<file path="config.mk">
export PLATFORM = sky130hd
export DESIGN_NAME = alu_decode_stage
export DESIGN_NICKNAME = d
export VERILOG_FILES = /design/src/rtl/alu_decode_stage.sv
export SDC_FILE = /design/constraint.sdc
export NUM_CORES = 1
export LEC_CHECK = 0
export ABC_AREA = 1
export CAP_MARGIN = 20
export CORE_MARGIN = 1.5
export CORE_UTILIZATION = 27
export DETAILED_ROUTE_END_ITERATION = 8
export GPL_TIMING_DRIVEN = 0
export PLACE_DENSITY = 0.56
export SYNTH_ARGS = -nofsm -noshare
export SYNTH_HDL_FRONTEND = slang
export SYNTH_SLANG_ARGS = --single-unit
export TNS_END_PERCENT = 30
</file>
<file path="constraint.sdc">
create_clock -name clk -period 2.4 [get_ports clk]
set_input_delay 0.36 -clock clk [delete_from_list [all_inputs] [get_ports clk]]
set_output_delay 0.36 -clock clk [all_outputs]
set_load 0.01 [all_outputs]
</file>
<file path="src/rtl/alu_decode_stage.sv">
// ---------------------------------------------------------------------------
// alu_decode_stage
//
// Purpose:
//   Registered RV32I/M ALU-control decode stage. It sits between
//   instruction fetch and the execute-stage ALU. Each accepted
//   instruction word is decoded combinationally into a 5-bit ALU
//   control code, a register-write flag and an illegal flag, then
//   captured into the stage registers. A two-entry skid buffer (main
//   register M plus skid register S) lets in_ready be a plain register
//   output with no combinational path from out_ready. Two statistics
//   counters track legal and illegal instructions handed downstream.
//
// Parameters:
//   EN_M   1 = decode the M extension (funct7 0000001 on OP);
//          0 = those encodings are flagged illegal.
//   CNT_W  width of the statistics counters.
//
// Ports:
//   clk          rising-edge clock
//   rst          asynchronous active-high reset
//   flush        discard every buffered instruction
//   in_valid     upstream instruction present
//   in_ready     stage can accept (registered, equals ~S.valid)
//   in_instr     raw 32-bit instruction word
//   out_valid    decoded result present in M
//   out_ready    downstream accepts
//   alu_control  5-bit ALU operation code
//   rd/rs1/rs2   register fields instr[11:7], [19:15], [24:20]
//   reg_write    instruction writes rd
//   illegal      unsupported encoding
//   decoded_cnt  legal instructions handed off, wraps
//   illegal_cnt  illegal instructions handed off, saturates at all-ones
// ---------------------------------------------------------------------------
module alu_decode_stage #(
    parameter int EN_M  = 1,
    parameter int CNT_W = 16
) (
    input  logic             clk,
    input  logic             rst,
    input  logic             flush,
    input  logic             in_valid,
    output logic             in_ready,
    input  logic [31:0]      in_instr,
    output logic             out_valid,
    input  logic             out_ready,
    output logic [4:0]       alu_control,
    output logic [4:0]       rd,
    output logic [4:0]       rs1,
    output logic [4:0]       rs2,
    output logic             reg_write,
    output logic             illegal,
    output logic [CNT_W-1:0] decoded_cnt,
    output logic [CNT_W-1:0] illegal_cnt
);

    localparam logic [4:0] OP_ADD  = 5'b00000;
    localparam logic [4:0] OP_SUB  = 5'b00001;
    localparam logic [4:0] OP_AND  = 5'b00010;
    localparam logic [4:0] OP_OR   = 5'b00011;
    localparam logic [4:0] OP_XOR  = 5'b00100;
    localparam logic [4:0] OP_SLL  = 5'b01010;
    localparam logic [4:0] OP_SRL  = 5'b01011;
    localparam logic [4:0] OP_SRA  = 5'b01100;
    localparam logic [4:0] OP_SLT  = 5'b01101;
    localparam logic [4:0] OP_SLTU = 5'b01110;

    // One decoded instruction as held in either buffer register
    typedef struct packed {
        logic [4:0] aluCtrl;
        logic [4:0] rdAddr;
        logic [4:0] rs1Addr;
        logic [4:0] rs2Addr;
        logic       regWrite;
        logic       illegal;
    } entry_t;

    logic [6:0] opcode;
    logic [2:0] funct3;
    logic [6:0] funct7;
    logic [4:0] decAlu;
    logic       decRegWrite;
    logic       decIllegal;
    entry_t     decEntry;

    entry_t     mData_q, mData_d;
    entry_t     sData_q, sData_d;
    logic       mValid_q, mValid_d;
    logic       sValid_q, sValid_d;
    logic [CNT_W-1:0] decodedCnt_q, decodedCnt_d;
    logic [CNT_W-1:0] illegalCnt_q, illegalCnt_d;

    logic accept;
    logic outFire;

    assign opcode = in_instr[6:0];
    assign funct3 = in_instr[14:12];
    assign funct7 = in_instr[31:25];

    // The funct3 map shared by OP (funct7 0000000) and OP-IMM
    function automatic logic [4:0] baseOp(input logic [2:0] f3);
        logic [4:0] code;
        case (f3)
            3'b000:  code = OP_ADD;
            3'b001:  code = OP_SLL;
            3'b010:  code = OP_SLT;
            3'b011:  code = OP_SLTU;
            3'b100:  code = OP_XOR;
            3'b101:  code = OP_SRL;
            3'b110:  code = OP_OR;
            default: code = OP_AND;
        endcase
        return code;
    endfunction

    // Combinational decode of the offered word. Any illegal result is
    // forced to ADD with no register write so downstream never acts on it.
    always_comb begin
        decAlu      = OP_ADD;
        decRegWrite = 1'b0;
        decIllegal  = 1'b0;
        case (opcode)
            7'b0110011: begin
                decRegWrite = 1'b1;
                if (funct7 == 7'b0000000) begin
                    decAlu = baseOp(funct3);
                end else if (funct7 == 7'b0100000) begin
                    if (funct3 == 3'b000)      decAlu = OP_SUB;
                    else if (funct3 == 3'b101) decAlu = OP_SRA;
                    else                       decIllegal = 1'b1;
                end else if (funct7 == 7'b0000001 && EN_M != 0) begin
                    // MUL..REMU occupy 10000..10111 in funct3 order
                    decAlu = {2'b10, funct3};
                end else begin
                    decIllegal = 1'b1;
                end
            end
            7'b0010011: begin
                decRegWrite = 1'b1;
                decAlu      = baseOp(funct3);
                // Only the shift forms use instr[31:25] as funct7
                if (funct3 == 3'b001 && funct7 != 7'b0000000) begin
                    decIllegal = 1'b1;
                end else if (funct3 == 3'b101) begin
                    if (funct7 == 7'b0100000)      decAlu = OP_SRA;
                    else if (funct7 != 7'b0000000) decIllegal = 1'b1;
                end
            end
            7'b0000011, 7'b0110111, 7'b0010111, 7'b1101111, 7'b1100111: begin
                decRegWrite = 1'b1;
            end
            7'b0100011: begin
                decRegWrite = 1'b0;
            end
            7'b1100011: begin
                decAlu = OP_SUB;
            end
            default: begin
                decIllegal = 1'b1;
            end
        endcase
        if (decIllegal) begin
            decAlu      = OP_ADD;
            decRegWrite = 1'b0;
        end
    end

    assign decEntry = '{aluCtrl:  decAlu,
                        rdAddr:   in_instr[11:7],
                        rs1Addr:  in_instr[19:15],
                        rs2Addr:  in_instr[24:20],
                        regWrite: decRegWrite,
                        illegal:  decIllegal};

    // Flush wins over a same-cycle offer; in_ready is purely registered
    assign in_ready = ~sValid_q;
    assign accept   = in_valid & ~sValid_q & ~flush;
    assign outFire  = mValid_q & out_ready;

    // Skid-buffer next state. When M can move (empty or draining) it
    // refills from S first to preserve order; S is only ever filled while
    // M is stalled, and in_ready is low while S holds an entry, so an
    // accept and an S->M transfer never coincide.
    always_comb begin
        mValid_d = mValid_q;
        sValid_d = sValid_q;
        mData_d  = mData_q;
        sData_d  = sData_q;
        if (flush) begin
            mValid_d = 1'b0;
            sValid_d = 1'b0;
        end else if (!mValid_q || out_ready) begin
            if (sValid_q) begin
                mValid_d = 1'b1;
                mData_d  = sData_q;
                sValid_d = 1'b0;
            end else if (accept) begin
                mValid_d = 1'b1;
                mData_d  = decEntry;
            end else begin
                mValid_d = 1'b0;
            end
        end else if (accept) begin
            sValid_d = 1'b1;
            sData_d  = decEntry;
        end
    end

    // Statistics advance only on a downstream handshake, flush or not
    always_comb begin
        decodedCnt_d = decodedCnt_q;
        illegalCnt_d = illegalCnt_q;
        if (outFire) begin
            if (mData_q.illegal) begin
                if (illegalCnt_q != {CNT_W{1'b1}}) illegalCnt_d = illegalCnt_q + 1'b1;
            end else begin
                decodedCnt_d = decodedCnt_q + 1'b1;
            end
        end
    end

    always_ff @(posedge clk or posedge rst) begin
        if (rst) begin
            mValid_q     <= 1'b0;
            sValid_q     <= 1'b0;
            mData_q      <= '0;
            sData_q      <= '0;
            decodedCnt_q <= '0;
            illegalCnt_q <= '0;
        end else begin
            mValid_q     <= mValid_d;
            sValid_q     <= sValid_d;
            mData_q      <= mData_d;
            sData_q      <= sData_d;
            decodedCnt_q <= decodedCnt_d;
            illegalCnt_q <= illegalCnt_d;
        end
    end

    assign out_valid   = mValid_q;
    assign alu_control = mData_q.aluCtrl;
    assign rd          = mData_q.rdAddr;
    assign rs1         = mData_q.rs1Addr;
    assign rs2         = mData_q.rs2Addr;
    assign reg_write   = mData_q.regWrite;
    assign illegal     = mData_q.illegal;
    assign decoded_cnt = decodedCnt_q;
    assign illegal_cnt = illegalCnt_q;

endmodule
</file>
=== After elaboration in Yosys (flattened, before gate mapping) ===
Index checks and enable logic that the tools add are counted.

* $add $sub $neg: 2
* Multipliers: 0
* Div/mod/pow operators: 0
* $lt $le $gt $ge: 0
* Eq/ne operators: 18
* Shift operators: 0
* Multiplexer cells: 32
* Bitwise operators: 7
* Reductions and logical operators: 15

{| class="wikitable"
|+ Operators by type and width
! cell !! count
|-
| 2-to-1 mux 22 bit || 2
|-
| 2-to-1 mux 5 bit || 7
|-
| adder 16 x 1 -> 16 bit (second input constant) || 2
|-
| == test 7 x 6 -> 1 bit (second input constant) || 4
|-
| one-hot mux 4 bit (7 select lines) || 1
|-
| == test 7 bit (second input constant) || 3
|-
| 2-to-1 mux 1 bit || 18
|-
| inequality test 16 bit (second input constant) || 1
|-
| one-hot mux 5 bit (3 select lines) || 1
|-
| == test 7 x 5 -> 1 bit (second input constant) || 2
|-
| OR reduction 7 bit || 2
|-
| == test 3 bit (second input constant) || 3
|-
| AND reduction 3 bit || 3
|-
| 2-to-1 mux 4 bit || 2
|-
| == test 7 x 1 -> 1 bit (second input constant) || 1
|-
| == test 7 x 2 -> 1 bit (second input constant) || 1
|-
| logical NOT 7 bit || 1
|-
| nonzero test 7 bit || 1
|-
| == test 3 x 2 -> 1 bit (second input constant) || 2
|-
| inverter 1 bit || 4
|-
| nonzero test 2 bit || 2
|-
| AND 1 bit || 3
|-
| == test 3 x 1 -> 1 bit (second input constant) || 1
|-
| logical NOT 3 bit || 1
|-
| 6 further kinds || 6
|}

* Register bits after elaboration: 78
* Bits in latches: 0
* Bits in writable memories: 0
* ROM bits: 0
* Input port bits: 37
* Output and inout bits: 56
* Logic and storage cells: 90
* Memories kept: 0

=== Longest topological paths before layout ===
Gate-level depths: netlist (run 1).

* Depth in word-level cells: 9
* Gate-level depth with buffers: 12

=== Worst setup path before layout (run 1) ===
OpenSTA, ideal clock, no wires.

* Path type: flip-flop to flip-flop
* From: register illegalCnt_q[0], in the netlist illegal_cnt[0]
* To: register illegalCnt_q[6], in the netlist illegal_cnt[6]
* Library setup time: 126 ps
* Arrival time: 1,506 ps
* Data required time: 2,274 ps
* Setup slack: 768 ps
* Stages on the path, launching flop included: 11
* Period minus slack after synthesis: 1,632 ps
* Path through: dfrtp_1 > ha_1 > inv_1 > nor2_2 > nand2_1 > nor2_2 > nand4_1 > nand2_4 > nor3_1 > nand2_1 > xnor2_1

* Cells in the longest elaborated chain, start to end: 2
* Elaborated cells between the ends (all ways): 3
* Those cells by class: 1 x add/sub; 1 x eq/ne; 1 x reduce/logical

{| class="wikitable"
|+ Ends and longest elaborated chain
! element !! line !! source
|-
| start: declaration || 91 || <nowiki>logic [CNT_W-1:0] illegalCnt_q, illegalCnt_d;</nowiki>
|-
| start signal: assignment || 236 || <nowiki>illegalCnt_q <= illegalCnt_d;</nowiki>
|-
| parallel branches: the longest is 2 deep, another holds adder 16 x 1 -> 16 bit || n/a ||
|}

Parallel ways; which one is timed is not known.
A chain may end at the register's enable or synchronous reset.

=== Worst setup path after layout (run 1) ===
* From: register sValid_q
* To: output port in_ready

* Cells in the longest elaborated chain, start to end: 1

{| class="wikitable"
|+ Ends and longest elaborated chain
! element !! line !! source
|-
| start: declaration || 89 || <nowiki>logic sValid_q, sValid_d;</nowiki>
|-
| start signal: assignment || 232 || <nowiki>sValid_q <= sValid_d;</nowiki>
|-
| inverter 1 bit || 176 || <nowiki>assign in_ready = ~sValid_q;</nowiki>
|-
| end: declaration || 43 || <nowiki>output logic in_ready,</nowiki>
|}

Every way passes these cells.

==> results of run 1 <==
==> cell usage after synthesis (all sizes together) <==
cell type,n
a31oi,1
a21oi,5
xor2,20
o211ai,2
nor2,43
clkbuf,11
or3,1
xnor2,9
nand4,6
nand2,150
nand3,27
o21ai,61
o22ai,1
dfrtp,78
nor3,7
ha,2
inv,67
nor4,1
nand3b,2
==> registers in the layout (all words and copies together) (netlist names) <==
register	flops
sData_q	22
illegal	1
illegal_cnt	16
sValid_q	1
alu_control	5
out_valid	1
rs2	5
decoded_cnt	16
reg_write	1
rs1	5
rd	5
==> area by class of cell <==
cell class	instances	area, um2	share of cell area, %
clock inverters	3	42.5	0.785
multi-input cells	338	1700	31.4
repair buffers	93	948	17.5
well taps	180	225	4.16
inverters	67	254	4.69
flip-flops and latches	78	1950	36.0
clock buffers	13	260	4.80
plain buffers	10	37.5	0.693
==> layout by cell type (no fill, tap or decap), drive strengths merged, types with 2 or more instances in the layout <==
cell type        n
a21oi            5
clkbuf          23
clkdlybuf4s50   92
dfrtp           78
ha               2
inv             67
nand2          150
nand3           27
nand3b           2
nand4            6
nor2            43
nor3             7
o211ai           2
o21ai           61
xnor2            9
xor2            20
==> layer usage <==
metal	GRT usage [%]	share of wire, %
met5	0	0
met4	3.59	1.0
met3	3.57	3.8
met2	21.9	47
met1	17.5	48
==> worst reg2reg max path, cell delays in order (launching register included) <==
cell	delay, ps
dfrtp_1	450
inv_1	370
nand3_1	370
clkbuf_1	350
nand2_1	130
o21ai_0	80
==> power by group <==
part / switching, W / total (W) / internal [W] / leakage (nW)
sequential: 0.000165 / 0.00169 / 0.00153 / 0.994
combinational: 0.000393 / 0.000803 / 0.000410 / 1.53
clock: 0.000534 / 0.00140 / 0.000862 / 0.146
==> per-stage QoR <==
step / cells / setup WS [ps] / area [um2] / setup TNS [ps]
2_1_floorplan: 494 / 45.0 / 3950 / 0
3_3_place_gp: 766 / -1380 / 5090 / -107670
3_5_place_dp: 767 / 42.9 / 5120 / 0
4_1_cts: 783 / 55.0 / 5420 / 0
5_1_grt: 782 / 164 / 5420 / 0
6_report: 782 / 269 / 5420 / 0
==> cell families after synthesis <==
logic type               Yosys count  share of synthesized area (%)
AND/OR/NAND/NOR                  237                           27.0
buffers and inverters             78                           7.42
flip-flops                        78                           49.5
AO/OA/AOI/OAI                     70                           9.07
XOR/XNOR                          29                           6.44
adder cells (fa/ha/maj)            2                          0.634
==> how the worst min path moves through the flow <==
stage | start | end | slack (ps) | cells after the start
floorplan | sData_q[1]$_DFFE_PP0P_ | sData_q[1]$_DFFE_PP0P_ | 450 | 2
global placement | sData_q[5]$_DFFE_PP0P_ | sData_q[5]$_DFFE_PP0P_ | 460 | 2
detailed placement | sData_q[7]$_DFFE_PP0P_ | sData_q[7]$_DFFE_PP0P_ | 470 | 2
CTS | rst | decoded_cnt[12]$_DFFE_PP0P_ | 410 | 2
global route | rst | decoded_cnt[12]$_DFFE_PP0P_ | 450 | 2
finish | rst | decoded_cnt[9]$_DFFE_PP0P_ | 400 | 2
==> run metrics, run 1 <==
FMAX=0.469 GHz; setup violators final=0; Final Net Count=636; fillers=1460; overall power=0.00389 W; port buffer count=92; clock buffer depth=2; share of cells above drive strength 1=5.81%; Layout Skew=9.65 ps; initial antenna violation count=0; CP top delay family=buffers and inverters; Setup crit start kind=flop; Worst Path Arrival=1770 ps; Worst R2R Start=sValid_q$_DFFE_PP0P_; fin crit share=88.8%; Post-Route WL=9630 um; routed len/inst=12.3 um; setup bufs post-CTS=0; Mapped Nets=533; Total GRT Usage=13.4%; # clock sinks=78; Vias/cell=4.37; Synth Register Bits=78; crit-path cells=inv_1 -> clkdlybuf4s50_1; Hold Buf Count CTS=0; final hold violations=0; synth top area cells=dfrtp_1 49%, nand2_1 14%, o21ai_0 7.6%, inv_1 6.3%, xor2_1 4.4%; post-synth design cell area=0.00395 mm2; nature of the critical path endpoint=primary output; final worst path period need=2130 ps; Leak=2.67 nW; Distinct cells, synth=28; Initial Utilization=28.0%; Syn-to-layout area delta=37.4%; worst r2r dst=sData_q[1]$_DFFE_PP0P_; Worst Hold Slack=400 ps; R2R Setup Slk=530 ps; Final Core Density=38.5%; critical path class=reg2out; row count=43; Pre-Repair DR Iteration Count=4; largest net degree at the start of global routing=47; Clock Latency Late Sink=340 ps; CP Buf/Inv Count=2; final-report max-slew violation count=0; worst hold path class=in2async; H-Tree Depth=3; post-CTS resize count=0; ant diodes=0; DR iter-0 viols=164; Post-DP HPWL=7020 um; crit path max-delay cell type=clkdlybuf4s50_1; synth warn=0; routed vias=3415; Syn Area/Cell=7.99 um2; PD cells=718 mW/mm2; status=finished, final reports clean; die outline area=0.0153 mm2; Setup crit start=sValid_q$_DFFE_PP0P_; # IOs=93; final RePlAce weighted congestion=0.859; CTS tree=done; Chip Width=124 um; Critical Path Stages=2; RSZ-0062 raised after global routing=no; reg2reg path depth=5; number of global-route vias before repair=3425; slew margin rel.=56.9%; Worst-path clk slew=60 ps; CP Max Fanout=14; # DRC=0; share of the synthesized area in the top cell type=49.5%; slowest cell delay on critical path=620 ps; leading area contributor after synthesis=dfrtp_1; antenna-violating nets left=0; Syn Inst Count=494; Die Y=124 um; first-pass GRT wire length=16200 um; max_cap viols=0; Peak VDD IR=324 uV; Seq/Total Area, Yosys=49.5%; Num CTS Buffers=9; GRT overflow=0; Least-Margin Pin Slew=642 ps; end of the critical path=in_ready; Root Driver=clkbuf_16; core area=0.0141 mm2; Worst EP required=2040 ps
Note: power is estimated with default switching activity, not from simulation.
==> run 2, diff against run 1 <==
- CAP_MARGIN: 20 -> unset
==> results of run 2 <==
No change in the layout: final DEF, timing and power equal those of run 1.
==> run 3, diff against run 2 <==
- TNS_END_PERCENT: 30 -> unset
==> results of run 3 <==
No change in the layout: final DEF, timing and power equal those of run 1.
